<file path="src/rtl/im_loader.sv">
// -----------------------------------------------------------------------------
// im_loader
// Boot-time program loader. It receives a byte stream over a valid/ready
// handshake with this format:
//   LEN_HI, LEN_LO         16-bit word count N
//   N x 4 bytes            each word sent most-significant byte first
//   CSUM                   XOR of all 4N data bytes
// Each assembled word is written into instruction memory through the IM
// write port. The core is held in reset until the whole image has arrived
// and its checksum matches.
//
// Ports
//   clk, rst      system clock, asynchronous active-high reset
//   rx_valid      source offers a byte on rx_data
//   rx_data       stream byte
//   rx_ready      loader accepts a byte this cycle (decoded from state)
//   IM_enable     IM port enable, high only in the write cycle
//   IM_write      IM write strobe
//   IM_address    IM word address
//   IMin          IM write data
//   cpu_rst       core reset, released only after a verified load
//   load_done     image loaded and verified (sticky until rst)
//   load_error    length or checksum failure (sticky until rst)
// -----------------------------------------------------------------------------
module im_loader #(
  parameter int ADDR_WIDTH = 10
) (
  input  logic                  clk,
  input  logic                  rst,
  input  logic                  rx_valid,
  input  logic [7:0]            rx_data,
  output logic                  rx_ready,
  output logic                  IM_enable,
  output logic                  IM_write,
  output logic [ADDR_WIDTH-1:0] IM_address,
  output logic [31:0]           IMin,
  output logic                  cpu_rst,
  output logic                  load_done,
  output logic                  load_error
);

  typedef enum logic [2:0] {
    S_LEN_HI = 3'd0,
    S_LEN_LO = 3'd1,
    S_DATA   = 3'd2,
    S_WRITE  = 3'd3,
    S_CSUM   = 3'd4,
    S_DONE   = 3'd5,
    S_ERR    = 3'd6
  } state_t;

  // Largest legal image: exactly fills the IM.
  localparam logic [16:0] MAX_WORDS = 17'd1 << ADDR_WIDTH;

  state_t                state;
  state_t                state_next;
  logic [7:0]            len_hi;
  logic [15:0]           len;
  logic [31:0]           word;
  logic [7:0]            csum;
  logic [ADDR_WIDTH:0]   idx;
  logic [1:0]            byte_cnt;
  logic                  xfer;
  logic [16:0]           len_rx;
  logic [16:0]           idx_inc;

  // Running checksum accumulation for one stream byte.
  function automatic logic [7:0] csum_update(input logic [7:0] acc, input logic [7:0] b);
    return acc ^ b;
  endfunction

  assign rx_ready = (state == S_LEN_HI) || (state == S_LEN_LO) ||
                    (state == S_DATA)   || (state == S_CSUM);
  assign xfer     = rx_valid && rx_ready;
  // Full length as it will be after the LEN_LO handshake, widened so that
  // 2^ADDR_WIDTH itself is representable for the bound check.
  assign len_rx   = {1'b0, len_hi, rx_data};
  // Index value after the increment in S_WRITE, compared against N.
  assign idx_inc  = 17'(idx) + 17'd1;

  // State register.
  always_ff @(posedge clk or posedge rst) begin
    if (rst) begin
      state <= S_LEN_HI;
    end else begin
      state <= state_next;
    end
  end

  // Next-state decode.
  always_comb begin
    state_next = state;
    case (state)
      S_LEN_HI: begin
        if (xfer) state_next = S_LEN_LO;
        else      state_next = state;
      end
      S_LEN_LO: begin
        if (xfer) begin
          if (len_rx > MAX_WORDS)  state_next = S_ERR;
          else if (len_rx == 17'd0) state_next = S_CSUM;
          else                      state_next = S_DATA;
        end else begin
          state_next = state;
        end
      end
      S_DATA: begin
        if (xfer && (byte_cnt == 2'd3)) state_next = S_WRITE;
        else                            state_next = state;
      end
      S_WRITE: begin
        if (idx_inc == {1'b0, len}) state_next = S_CSUM;
        else                        state_next = S_DATA;
      end
      S_CSUM: begin
        if (xfer) begin
          if (rx_data == csum) state_next = S_DONE;
          else                 state_next = S_ERR;
        end else begin
          state_next = state;
        end
      end
      S_DONE:  state_next = S_DONE;
      S_ERR:   state_next = S_ERR;
      // An unreachable encoding parks the loader with the core held in reset.
      default: state_next = S_ERR;
    endcase
  end

  // Datapath: length capture, word assembly, checksum, IM port and status.
  always_ff @(posedge clk or posedge rst) begin
    if (rst) begin
      len_hi     <= 8'd0;
      len        <= 16'd0;
      word       <= 32'd0;
      csum       <= 8'd0;
      idx        <= '0;
      byte_cnt   <= 2'd0;
      IM_enable  <= 1'b0;
      IM_write   <= 1'b0;
      IM_address <= '0;
      IMin       <= 32'd0;
      cpu_rst    <= 1'b1;
      load_done  <= 1'b0;
      load_error <= 1'b0;
    end else begin
      // The write strobe is a single-cycle pulse.
      IM_enable <= 1'b0;
      IM_write  <= 1'b0;
      case (state)
        S_LEN_HI: begin
          if (xfer) len_hi <= rx_data;
        end
        S_LEN_LO: begin
          if (xfer) begin
            len <= len_rx[15:0];
            if (len_rx > MAX_WORDS) load_error <= 1'b1;
          end
        end
        S_DATA: begin
          if (xfer) begin
            word     <= {word[23:0], rx_data};
            csum     <= csum_update(csum, rx_data);
            byte_cnt <= byte_cnt + 2'd1;
            // The 4th byte's handshake loads the IM port so the strobe is
            // high during the S_WRITE cycle that follows.
            if (byte_cnt == 2'd3) begin
              IM_enable  <= 1'b1;
              IM_write   <= 1'b1;
              IM_address <= idx[ADDR_WIDTH-1:0];
              IMin       <= {word[23:0], rx_data};
            end
          end
        end
        S_WRITE: begin
          idx <= idx + 1'b1;
        end
        S_CSUM: begin
          if (xfer) begin
            if (rx_data == csum) begin
              load_done <= 1'b1;
              cpu_rst   <= 1'b0;
            end else begin
              load_error <= 1'b1;
            end
          end
        end
        default: begin
        end
      endcase
    end
  end

endmodule

</file>
<file path="config.mk">
export PLATFORM = sky130hd
export DESIGN_NAME = im_loader
export DESIGN_NICKNAME = d
export VERILOG_FILES = /design/src/rtl/im_loader.sv
export SDC_FILE = /design/constraint.sdc
export NUM_CORES = 1
export LEC_CHECK = 0
export ABC_AREA = 1
export CAP_MARGIN = 20
export CORE_AREA = 3 3 148 150
export CTS_CLUSTER_DIAMETER = 100
export DETAILED_ROUTE_END_ITERATION = 16
export DIE_AREA = 0 0 151 153
export GPL_TIMING_DRIVEN = 1
export PLACE_DENSITY = 0.45
export SKIP_LAST_GASP = 1
export SLEW_MARGIN = 20
export SYNTH_ARGS = -nofsm -noshare
export SYNTH_HDL_FRONTEND = slang
export SYNTH_SLANG_ARGS = --single-unit
export TNS_END_PERCENT = 1
</file>
<file path="constraint.sdc">
create_clock -name clk -period 4.65 [get_ports clk]
set_clock_uncertainty 0.1 [all_clocks]
set_input_delay 0.93 -clock clk [delete_from_list [all_inputs] [get_ports clk]]
set_output_delay 0.93 -clock clk [all_outputs]
set_load 0.05 [all_outputs]
</file>
==> impl_metrics.csv <==
group,metric,value,unit
global_routing,grt_max_degree,57,
critical_path,reg2reg_slack,2660,ps
floorplanning,ios,59,
clock_tree,clk_pin_slew,50,ps
sta,fmax,320,MHz
cells_and_area,area_delta_synth_final,30.1,%
sta,fin_hold_ws,368,ps
drt,drtPass1Iterations,5,
logic_synthesis,synth_cells,606,
global_routing,grt_overflow,0,
floorplanning,die_y,153,µm
sta,max_slew_margin,50.9,%
logic_synthesis,synth.most_common_cell,"nand2_1",
clock_tree,h-tree-depth,4,
critical_path,worstPathArrival,2100,ps
clock_tree,hold_buffers,0,
placed_design,numPortBuffers,58,
critical_path,cp-end-kind,"output pin",
global_routing,grt_pass1_wl,21.0,mm
flow_run,max_cap_viol_count,0,
logic_synthesis,ys_top_cells_by_count,"nand2_1 (211), dfrtp_1 (117), o21ai_0 (100), inv_1 (68), nand3_1 (23)",
sta,worst_pin_slew,736,ps
critical_path,crit_family,"buffers and inverters",
power,powerDensity,392,mW/mm²
critical_path,crit_buf_inv,1,
clock_tree,cts_resized,0,
logic_synthesis,syn_avg_cell_area,8.45,µm²
placed_design,dp_hpwl,9.31,mm
logic_synthesis,async_reset_ff_share,100,%
sta,rsz0062_at_grt,"false",
sta,fin_setup_tns,0,ps
global_routing,grt_usage,11.7,%
cells_and_area,nets,683,
logic_synthesis,synth_warnings,0,
sta,final_max_slew_viol_count,0,
clock_tree,insertion_delay,410,ps
drt,totalWireLength,12.8,mm
clock_tree,cts_sinks,118,
sta,final_hold_viol_count,0,
logic_synthesis,ys_seq_elements,118,
cells_and_area,final_util,32.0,%
logic_synthesis,synth_area,0.00512,mm²
clock_tree,numCtsBuffers,17,
drt,ant_nets,0,
hold_path,hold_class,"reg -> reg",
global_routing,grt_pass1_vias,3969,
drt,post-route-drc-count,0,
power,ir_drop,0.254,mV
logic_synthesis,synthDistinctLibCells,31,
placed_design,place_ws,1680,ps
sta,setup_viol,0,
sta,fin_crit_sh,67.2,%
logic_synthesis,ys_seq_area_share,57.7,%
sta,setup_ws,1520,ps
floorplanning,design.core.area,0.0208,mm²
drt,drtIter0Drc,260,
logic_synthesis,synth_top_area_share,57.2,%
critical_path,crit_type,"reg -> out",
cells_and_area,final_layout_size_suffix_gt1_share,7.48,%
drt,post_drt_wl_per_cell,13.3,µm
global_routing,antenna_found_initial,0,
clock_tree,cts_tree,"yes",
floorplanning,dieWidth,151,µm
logic_synthesis,synth_enable_flop_cells,0,
sta,period_needed,3130,ps
logic_synthesis,synth_flop_cell,"dfrtp_1",
critical_path,start_kind,"register",
clock_tree,root_buffer,"clkbuf_16",
critical_path,crit_fanout,3,
critical_path,max_stage_delay,810,ps
drt,vias,3946,
floorplanning,die_area,0.0231,mm²
logic_synthesis,yosys-top-cells-area,"dfrtp_1 (57%), nand2_1 (15%), o21ai_0 (9.8%)",
clock_tree,cts.path.max_buffers,2,
cells_and_area,antenna_cells,0,
floorplanning,num_rows,53,
placed_design,routabilityCongestion,0.829,
logic_synthesis,synth.largest_area_cell,"dfrtp_1",
power,p_leak,0.00310,µW
drt,avgViaCountPerCell,4.12,
logic_synthesis,syn_nets,619,
critical_path,crit_chain,"nor2_1 > nand2_1 > nand3_1 > clkdlybuf4s50_1",
critical_path,crit_slowest_cell,"clkdlybuf4s50_1",
floorplanning,start_util,24.6,%
status,outcome,"finished clean",
critical_path,cp.required,3620,ps
clock_tree,postCtsSetupRepairBufs,0,
[area by class of cell]
type / count / area, µm²
inverter: 70 / 265
multi-input combinational: 398 / 1800
tap: 275 / 344
clock inverter: 8 / 168
timing repair buffer: 65 / 633
sequential: 118 / 2950
clock buffer: 23 / 498
fill: 2211 / 14200
[cells in the final DEF (no fill, tap or decap), types with 3 or more instances in the layout]
| cell type | synthesis | layout |
|---|---|---|
| nor3_1 | 5 | 5 |
| nand2_1 | 211 | 210 |
| nand4_1 | 4 | 4 |
| buf_4 | 3 | 7 |
| dfrtp_1 | 117 | 117 |
| bufinv_16 | 0 | 5 |
| xnor2_1 | 4 | 4 |
| inv_1 | 68 | 67 |
| nor2_2 | 4 | 4 |
| clkbuf_8 | 0 | 5 |
| nand3_1 | 23 | 23 |
| a21oi_1 | 4 | 4 |
| clkbuf_16 | 0 | 17 |
| xor2_1 | 6 | 6 |
| nor2_4 | 3 | 3 |
| clkdlybuf4s50_1 | 0 | 58 |
| nor2_1 | 22 | 22 |
| o21ai_0 | 100 | 100 |
[report_power, final]
group	leakage [µW]	internal, µW	switching (µW)
Clock	0.000325	1020	445
Combinational	0.00125	28.3	61.1
Sequential	0.00152	1050	12.5
[registers in the layout (all words and copies together) (netlist names), 2 cells and up]
signal / count
IMin: 32
word: 24
len: 16
idx: 11
IM_address: 10
csum: 8
len_hi: 8
state: 3
byte_cnt: 2
[worst register-to-register path: cells and delay by family (launching register included)]
family	cells	cell delay, ps
buffers and inverters	1	70
adders and majority gates	1	220
and+or+nand+nor	13	1120
DFF	1	420
[per-stage QoR]
| stage | power (µW) | area, µm² | std cells |
|---|---|---|---|
| 2_1_floorplan | 1130 | 5120 | 606 |
| 3_3_place_gp | 1170 | 6000 | 926 |
| 3_5_place_dp | 1170 | 6000 | 926 |
| 4_1_cts | 2650 | 6670 | 957 |
| 5_1_grt | 2720 | 6670 | 957 |
| 6_report | 2620 | 6670 | 957 |
[final timing paths]
| path | start | end | depth (start not counted) |
|---|---|---|---|
| max in group asynchronous | rst | idx[7] | 3 |
| min in group asynchronous | rst | word[15] | 2 |
| setup / recovery | state[0] | rx_ready | 4 |
| hold reg to reg | word[19] | IMin[27] | 2 |
| setup reg to reg | idx[1] | state[2] | 15 |
| hold / removal | word[19] | IMin[27] | 2 |
[routing by layer]
layer | vias to the layer above | GRT usage [%] | wire length, µm
li1 | 2039 | - | -
met1 | 1823 | 15.3 | 6140
met2 | 69 | 18.3 | 5930
met3 | 15 | 3.65 | 493
met4 | 0 | 3.80 | 202
met5 | - | 0 | 0
[kinds of logic after synthesis]
| family | synth area share [%] |
|---|---|
| AO/OA/AOI/OAI | 10.7 |
| XOR/XNOR | 1.71 |
| adder cells (fa/ha/maj) | 0.488 |
| buffers and inverters | 7.18 |
| flip-flops | 57.7 |
| AND/OR/NAND/NOR | 22.2 |
No activity file was read; power rests on OpenSTA's default activity.
